File: src/rtl/mul_div_unit.sv
// Iterative RV64M/RV32M multiply/divide unit: one shift-add or restoring-divide bit per cycle.
// Result is held in DONE until the consumer handshakes; flush aborts any in-flight operation.
module mul_div_unit #(
    parameter int unsigned XLEN        = 64,
    parameter bit          ENABLE_WORD = 1'b1
) (
    input  logic            clk,
    input  logic            rst,
    input  logic            flush,
    input  logic            in_valid,
    output logic            in_ready,
    input  logic [2:0]      op,
    input  logic            word,
    input  logic [XLEN-1:0] op1,
    input  logic [XLEN-1:0] op2,
    output logic            out_valid,
    input  logic            out_ready,
    output logic [XLEN-1:0] result,
    output logic            busy
);

    localparam int unsigned CW      = $clog2(XLEN + 1);
    localparam int unsigned PW      = 2 * XLEN;
    localparam bit          WORD_OK = ENABLE_WORD && (XLEN == 64);

    typedef enum logic [1:0] {
        IDLE  = 2'd0,
        CALC  = 2'd1,
        FIXUP = 2'd2,
        DONE  = 2'd3
    } state_t;

    state_t state, state_nx;
    logic   in_ready_nx, busy_nx, out_valid_nx;

    // Operand decode on the request inputs
    logic            word_c, is_div, sgn1, sgn2;
    logic [XLEN-1:0] a_ext, b_ext, abs_a, abs_b, dividend_res, special_res;
    logic            a_neg, b_neg, div_zero, div_ovf, special, accept_c;

    // Latched operation and iteration state
    logic [2:0]      op_q;
    logic            word_q, a_neg_q, b_neg_q;
    logic [CW-1:0]   cnt_q;
    logic [PW-1:0]   acc_q, mcand_q;
    logic [XLEN-1:0] mplr_q, rem_q, quo_q, dvsr_q;

    logic [XLEN:0]   trial;
    logic            div_bit;
    logic [XLEN-1:0] rem_nx;
    logic [PW-1:0]   prod_s;
    logic [XLEN-1:0] quo_s, rem_s, sel, fix_res;

    always_comb begin
        word_c   = WORD_OK && word;
        is_div   = op[2];
        sgn1     = is_div ? !op[0] : (!word_c && (op[1:0] == 2'b01 || op[1:0] == 2'b10));
        sgn2     = is_div ? !op[0] : (!word_c && (op[1:0] == 2'b01));
        if (word_c) begin
            a_ext = sgn1 ? XLEN'($signed(op1[31:0])) : XLEN'(op1[31:0]);
            b_ext = sgn2 ? XLEN'($signed(op2[31:0])) : XLEN'(op2[31:0]);
        end else begin
            a_ext = op1;
            b_ext = op2;
        end
        a_neg    = sgn1 && a_ext[XLEN-1];
        b_neg    = sgn2 && b_ext[XLEN-1];
        abs_a    = a_neg ? -a_ext : a_ext;
        abs_b    = b_neg ? -b_ext : b_ext;
        div_zero = is_div && (b_ext == '0);
        if (word_c)
            div_ovf = is_div && !op[0] && (op1[31:0] == 32'h8000_0000) && (op2[31:0] == 32'hFFFF_FFFF);
        else
            div_ovf = is_div && !op[0] && (op1 == {1'b1, {(XLEN-1){1'b0}}}) && (op2 == {XLEN{1'b1}});
        special      = div_zero || div_ovf;
        dividend_res = word_c ? XLEN'($signed(op1[31:0])) : op1;
        // Zero divisor: quotient all ones, remainder = dividend. Overflow: quotient = dividend, remainder 0.
        if (div_zero)
            special_res = op[1] ? dividend_res : {XLEN{1'b1}};
        else
            special_res = op[1] ? '0 : dividend_res;
        accept_c = in_valid && in_ready && !flush;
    end

    // One restoring-divide step on the magnitudes
    always_comb begin
        trial   = {rem_q, quo_q[XLEN-1]};
        div_bit = trial >= {1'b0, dvsr_q};
        rem_nx  = XLEN'(div_bit ? (trial - {1'b0, dvsr_q}) : trial);
    end

    // Sign correction and result selection
    always_comb begin
        prod_s = (a_neg_q ^ b_neg_q) ? -acc_q : acc_q;
        quo_s  = (a_neg_q ^ b_neg_q) ? -quo_q : quo_q;
        rem_s  = a_neg_q ? -rem_q : rem_q;
        if (op_q[2])
            sel = op_q[1] ? rem_s : quo_s;
        else if (op_q[1:0] == 2'b00 || word_q)
            sel = prod_s[XLEN-1:0];
        else
            sel = prod_s[PW-1:XLEN];
        fix_res = word_q ? XLEN'($signed(sel[31:0])) : sel;
    end

    always_ff @(posedge clk) begin
        if (rst) state <= IDLE;
        else     state <= state_nx;
    end

    always_comb begin
        state_nx = state;
        case (state)
            IDLE:    if (accept_c) state_nx = special ? DONE : CALC;
            CALC:    if (cnt_q == CW'(1)) state_nx = FIXUP;
            FIXUP:   state_nx = DONE;
            DONE:    if (out_valid && out_ready) state_nx = IDLE;
            default: state_nx = IDLE;
        endcase
        if (flush) state_nx = IDLE;
    end

    // out_valid rises one cycle after DONE is entered and drops on handshake or flush
    always_comb begin
        in_ready_nx  = (state_nx == IDLE);
        busy_nx      = (state_nx != IDLE);
        out_valid_nx = (state == DONE) && (state_nx == DONE);
    end

    always_ff @(posedge clk) begin
        if (rst) begin
            in_ready  <= 1'b1;
            busy      <= 1'b0;
            out_valid <= 1'b0;
        end else begin
            in_ready  <= in_ready_nx;
            busy      <= busy_nx;
            out_valid <= out_valid_nx;
        end
    end

    always_ff @(posedge clk) begin
        if (rst) begin
            result <= '0;
        end else if (accept_c) begin
            op_q    <= op;
            word_q  <= word_c;
            a_neg_q <= a_neg;
            b_neg_q <= b_neg;
            cnt_q   <= word_c ? CW'(32) : CW'(XLEN);
            acc_q   <= '0;
            mcand_q <= PW'(abs_a);
            mplr_q  <= abs_b;
            rem_q   <= '0;
            // Word dividends sit in the top half so the shift-out order matches 32 iterations
            quo_q   <= word_c ? (abs_a << (XLEN - 32)) : abs_a;
            dvsr_q  <= abs_b;
            if (special) result <= special_res;
        end else if (state == CALC) begin
            cnt_q <= cnt_q - CW'(1);
            if (op_q[2]) begin
                rem_q <= rem_nx;
                quo_q <= {quo_q[XLEN-2:0], div_bit};
            end else begin
                if (mplr_q[0]) acc_q <= acc_q + mcand_q;
                mcand_q <= mcand_q << 1;
                mplr_q  <= mplr_q >> 1;
            end
        end else if (state == FIXUP) begin
            result <= fix_res;
        end
    end

endmodule

File: config.mk
export PLATFORM = sky130hd
export DESIGN_NAME = mul_div_unit
export DESIGN_NICKNAME = d
export VERILOG_FILES = /design/src/rtl/mul_div_unit.sv
export SDC_FILE = /design/constraint.sdc
export NUM_CORES = 2
export LEC_CHECK = 0
export ABC_CLOCK_PERIOD_IN_PS = 36800
export BUFFER_PORTS_ARGS = -buffer_cell sky130_fd_sc_hd__buf_2
export CAP_MARGIN = 5
export CELL_PAD_IN_SITES_DETAIL_PLACEMENT = 0
export CELL_PAD_IN_SITES_GLOBAL_PLACEMENT = 1
export CORE_ASPECT_RATIO = 0.5
export CORE_MARGIN = 1
export CORE_UTILIZATION = 50
export CTS_BUF_LIST = sky130_fd_sc_hd__clkbuf_4 sky130_fd_sc_hd__clkbuf_8
export DETAILED_ROUTE_END_ITERATION = 7
export MAX_ROUTING_LAYER = met4
export PLACE_DENSITY = 0.91
export SLEW_MARGIN = 20
export SYNTH_ARGS = -nofsm -noshare
export SYNTH_HDL_FRONTEND = slang
export SYNTH_SLANG_ARGS = --single-unit
export TNS_END_PERCENT = 100
File: constraint.sdc
create_clock -name clk -period 36.8 [get_ports clk]
set_input_delay 3.68 -clock clk [delete_from_list [all_inputs] [get_ports clk]]
set_output_delay 3.68 -clock clk [all_outputs]
set_load 0.01 [all_outputs]
Yosys cells after proc, flatten, opt, wreduce, memory -nomap -nowiden
Index checks and enable logic that the tools add are counted.

Logic and storage cells: 126. Output and inout port bits: 67. Flip-flop bits (word level): 594. Input bits: 137.

Reduce and logical (&&, ||, !) cells: 35. Eq/ne operators: 14. Add/subtract/negate cells: 8. $lt $le $gt $ge: 1. Bitwise gates (word level): 2. Multiplexer cells: 49.

Operator list (number): 64-bit 2-to-1 mux (31); 128-bit 2-to-1 mux (6); 64-bit negator (4); 128-bit adder (1); 64-bit == test, second input constant (2); 128-bit negator (1); 65-bit by 64-bit >= comparator with 1-bit output (1); 32-bit == test, second input constant (2); 64-bit logical NOT (1); 64-bit subtractor (1); 7-bit 2-to-1 mux (3); 1-bit logical AND (14); 2-bit 2-to-1 mux (5); 2-bit nonzero test (5); 3-bit AND reduction (3); 2-bit == test, second input constant (4); 2-bit one-hot mux with 4 select lines (1); 7-bit by 1-bit == test with 1-bit output, second input constant (1); 7-bit by 1-bit subtractor with 7-bit output, second input constant (1); 2-bit logical NOT (3); 2-bit inequality test, second input constant (3); 2-bit by 1-bit == test with 1-bit output, second input constant (2); 2-bit AND reduction (2); 4-bit AND reduction (1); other kinds (5) (11).

Logic depth before layout (Yosys ltp)
Depth in word-level cells: 14. Depth in mapped cells: 17.

Least setup slack after synthesis
No wires, ideal clock.

Path kind: input port to flip-flop. Start point: input port rst. End point: register acc_q[0], enable pin. Stages: 5. Data required time: 36302 ps. Arrival: 21972 ps. Buffers on the path: 1. Setup slack: 14331 ps. Setup time: 498 ps. Cell sequence: clkbuf_1 -> nor3_1 -> a21oi_1 -> a21oi_1 -> o21a_1.

Cells in the longest elaborated chain, start to end: 2.

Ends and longest elaborated chain: start, declared (RTL line 8) `input logic rst,`; 1-bit inverter (no source line); 4-bit AND reduction (no source line); end signal, assigned (RTL line 165) `if (mplr_q[0]) acc_q <= acc_q + mcand_q;`; end, declared (RTL line 45) `logic [PW-1:0] acc_q, mcand_q;`.

No other way between the ends. A chain may end at the register's enable or synchronous reset.

Final worst setup path
Start point: input port in_valid. End point: register mcand_q[118], enable pin.

Cells in the longest elaborated chain, start to end: 4.

Ends and longest elaborated chain: start, declared (RTL line 10) `input logic in_valid,`; 1-bit logical AND * (2 in series) (RTL line 82) `accept_c = in_valid && in_ready && !flush;`; 2-bit inequality test (no source line) or 2-bit nonzero test (tied branches); 3-bit AND reduction (no source line) *; end signal, assigned (RTL line 152) `mcand_q <= PW'(abs_a);`; end signal, assigned (RTL line 166) `mcand_q <= mcand_q << 1;`; end, declared (RTL line 45).

Every way passes the cells marked *; elsewhere a longest branch is shown, timed or not.

==> impl_metrics.yaml <==
routing:
  highest_layer: "met4"
  met1_length_mm: 84.85
  dr.pass1.iters: 8
  wirelength_mm: 203.0
  via_per_inst: 6.640
  detail_route.wl_per_cell_um: 28.59
  antenna_left: 0
  drc_errors: 16
  wl_met3_mm: 25.27
  vias: 47160
  route.met2.wl_mm: 84.84
  drt_iter0_markers: 6714
floorplanning:
  die-area_mm2: 0.09590
  die_w_um: 436.9
  die_h_um: 219.5
  core_mm2: 0.09331
  fp-row-count: 79
  start_util_pct: 50.69
  ios: 204
layout:
  final_cell_mix: "722 x nand2_1, 647 x nor2_1, 525 x edfxtp_1"
  finalNetCount: 6097
  mostFrequentLayoutCell: "nand2_1"
  finalNonFillerCells: 7102
  drive_gt1_share_pct: 8.842
  fin_util_pct: 54.86
  area_growth_syn_to_layout_pct: 8.228
place:
  place_inst: 6916
  dp_hpwl_mm: 155.3
  place_congestion: 1.066
  portBuffers: 203
  dp_slack_ps: 28160
yosys:
  async_flop_share_pct: 0
  syn_inst: 5733
  netlist_area_mm2: 0.04729
  avgSynthCellArea_um2: 8.249
  ys_warn_count: 0
  synthTopCellsByArea: "edfxtp_1 33%, nand2_1 5.7%, a21oi_1 5.3%"
  synth_edf_count: 525
  synth.top_cell.area_share_pct: 33.33
  synth_top_area_cell: "edfxtp_1"
  synth.ff_latch_count: 594
  synth_fp_nets: 6072
  yosysUniqueCellTypes: 86
  ys.flop_type: "edfxtp_1"
  seq_area_frac_synth_pct: 36.25
sta:
  hold_viol: 0
  clock.fmax_ghz: 0.1304
  period_share_pct: 20.84
  period_needed_ps: 7670
  tightest_slew_ps: 1166
  maxSlewHeadroom_pct: 22.09
  rsz0062_at_grt: "no"
  fin_setup_tns_ps: 0
  finalWorstSetupSlack_ps: 29130
  clock_skew_ps: 43.99
  drv_slew: 0
  setup-violations-final: 0
critical_path:
  cp_top_family: "buffers and inverters"
  end_kind: "register"
  ff2ff_setup_slack_ps: 31310
  crit_cells: 9
  required_ps: 37230
  worstReg2RegEnd: "result[28]$_SDFFE_PP0P_"
  cp_cell_sequence: "buf_2, nand2_1, or2_4, buf_4, buf_4, a21oi_4, buf_4, buf_4, buf_4"
  critPathLaunchType: "input pin"
  reg2reg_depth: 11
  endpoint: "mcand_q[118]$_SDFFCE_PP0P_"
  crit_slowest_cell: "buf_4"
  crit_arrival_ps: 8100
  cpPeakStageDelay_ps: 870
  reg2reg_from: "acc_q[8]$_SDFFCE_PP0P_"
  timing.critical_path.mode_cell: "buf_4"
  critical_path.max_fanout: 73
  criticalPathCategory: "in -> reg"
  cp_num_buf_inv: 6
  cp-startpoint: "in_valid"
clock_tree:
  cts_buffers: 95
  hold_buffers: 0
  cts_tree: "built"
  cts.sinks: 594
  cts_buffer_depth: 3
  cts_root_buffer: "clkbuf_8"
  clk_latency_ps: 830
  clkTransAtPathRegs_ps: 60
  cts-resized-gates: 0
  cts_setup_buffers: 0
  htree_levels: 3
job:
  drv_cap: 0
power_and_ir_drop:
  combPwrFrac_pct: 21.8
  powerDensity_mw_per_mm2: 35.42
  p_int_mw: 1.204
  switching_share_pct: 33.58
  clockPowerShare_pct: 34.1
  p_sw_uw: 608.9
  power.total_mw: 1.813
  irDropWorstVdd_mv: 0.03932
  p_leak_nw: 19.25
  power_frac_seq_pct: 44.1
global_routing:
  grt_overflow: 0
  grtUsageTotal_pct: 42.24
  antenna_found_initial: 8
  grt_first_pass_wirelength_mm: 291.0
  grt_pass1_vias: 42950
  grt_max_degree: 127
outcome:
  violations: "design-rule violations"
  status: "finished with violations"
min_path:
  hold_path_class: "reg -> reg"
[cells in the mapped netlist (all sizes together) (38+ instances only)]
| master | count |
|---|---|
| or3 | 65 |
| o31ai | 104 |
| o21bai | 54 |
| and2 | 92 |
| nand4 | 113 |
| o211ai | 55 |
| a211oi | 66 |
| clkbuf | 309 |
| a21o | 96 |
| xor2 | 234 |
| nand2 | 723 |
| nor4 | 77 |
| nor2 | 651 |
| xnor2 | 272 |
| a21oi | 505 |
| nor2b | 38 |
| o21a | 45 |
| nand3 | 86 |
| dfxtp | 69 |
| mux2i | 55 |
| ha | 200 |
| nor3 | 147 |
| edfxtp | 525 |
| or4 | 47 |
| inv | 171 |
| a31oi | 59 |
| o21ai | 437 |
[layout make-up]
class,instances,area (um2)
fillers,8804,42120
multi-input cells,4632,28360
flip-flops and latches,594,17150
clock buffers,134,1663
well taps,1255,1570
repair buffers,264,1529
inverters,171,641.9
clock inverters,41,244.0
diodes,11,27.53
[power groups by stage]
stage / sequential (mW) / clock [mW] / combinational (mW)
floorplan: 0.804 / 0 / 0.249
global placement: 0.812 / 0 / 0.373
detailed placement: 0.812 / 0 / 0.378
CTS: 0.798 / 0.618 / 0.380
global route: 0.800 / 0.645 / 0.420
finish: 0.800 / 0.618 / 0.395
[routing by layer]
| layer | track usage [%] | vias to the layer above |
|---|---|---|
| met5 | - | - |
| met1 | 57.51 | 22780 |
| li1 | - | 20980 |
| met2 | 60.43 | 2973 |
| met3 | 10.85 | 424 |
| met4 | 15.09 | 0 |
[sequential cells by signal, indices dropped and copies added, names as in the netlist, 7 cells and up]
register  count
acc_q       128
mcand_q     128
dvsr_q       64
mplr_q       64
quo_q        64
rem_q        64
result       64
cnt_q         7
[logic make-up (layout without fill, tap and decap cells)]
logic type / after synthesis / in the layout / synth area share (%)
AO/OA/AOI/OAI: 1638 / 1638 / 21.32
adder cells (fa/ha/maj): 219 / 219 / 5.736
flip-flops: 594 / 594 / 36.25
XOR/XNOR: 506 / 506 / 9.371
buffers and inverters: 507 / 610 / 4.066
AND/OR/NAND/NOR: 2200 / 2200 / 21.76
other: 0 / 11 / 0
multiplexers: 69 / 69 / 1.497
[metrics by stage]
| step | hold WS, ps | area [um2] |
|---|---|---|
| 2_1_floorplan | 476.1 | 47290 |
| 6_report | 459.9 | 51190 |
| 5_1_grt | 471.9 | 51180 |
| 3_3_place_gp | 441.0 | 49170 |
| 3_5_place_dp | 450.5 | 49240 |
| 4_1_cts | 459.7 | 51150 |
[worst min path at each step]
stage               cells after the start                       to               startpoint  slack (ps)
finish                                  2   result[6]$_SDFFE_PP0P_   result[6]$_SDFFE_PP0P_         460
global route                            2  result[16]$_SDFFE_PP0P_  result[16]$_SDFFE_PP0P_         470
CTS                                     2   result[6]$_SDFFE_PP0P_   result[6]$_SDFFE_PP0P_         460
detailed placement                      2   result[6]$_SDFFE_PP0P_   result[6]$_SDFFE_PP0P_         450
global placement                        2  result[14]$_SDFFE_PP0P_  result[14]$_SDFFE_PP0P_         440
floorplan                               2  result[14]$_SDFFE_PP0P_  result[14]$_SDFFE_PP0P_         480
[worst reg2reg max path: cells and delay by family, from the launching register on]
| kind | cells | cell delay (ps) |
|---|---|---|
| and+or+nand+nor | 5 | 2670 |
| DFF | 1 | 450 |
| AOI/OAI and AO/OA | 5 | 2000 |
| xor gates and xnor gates | 1 | 180 |
(Power assumes the default switching activity.)
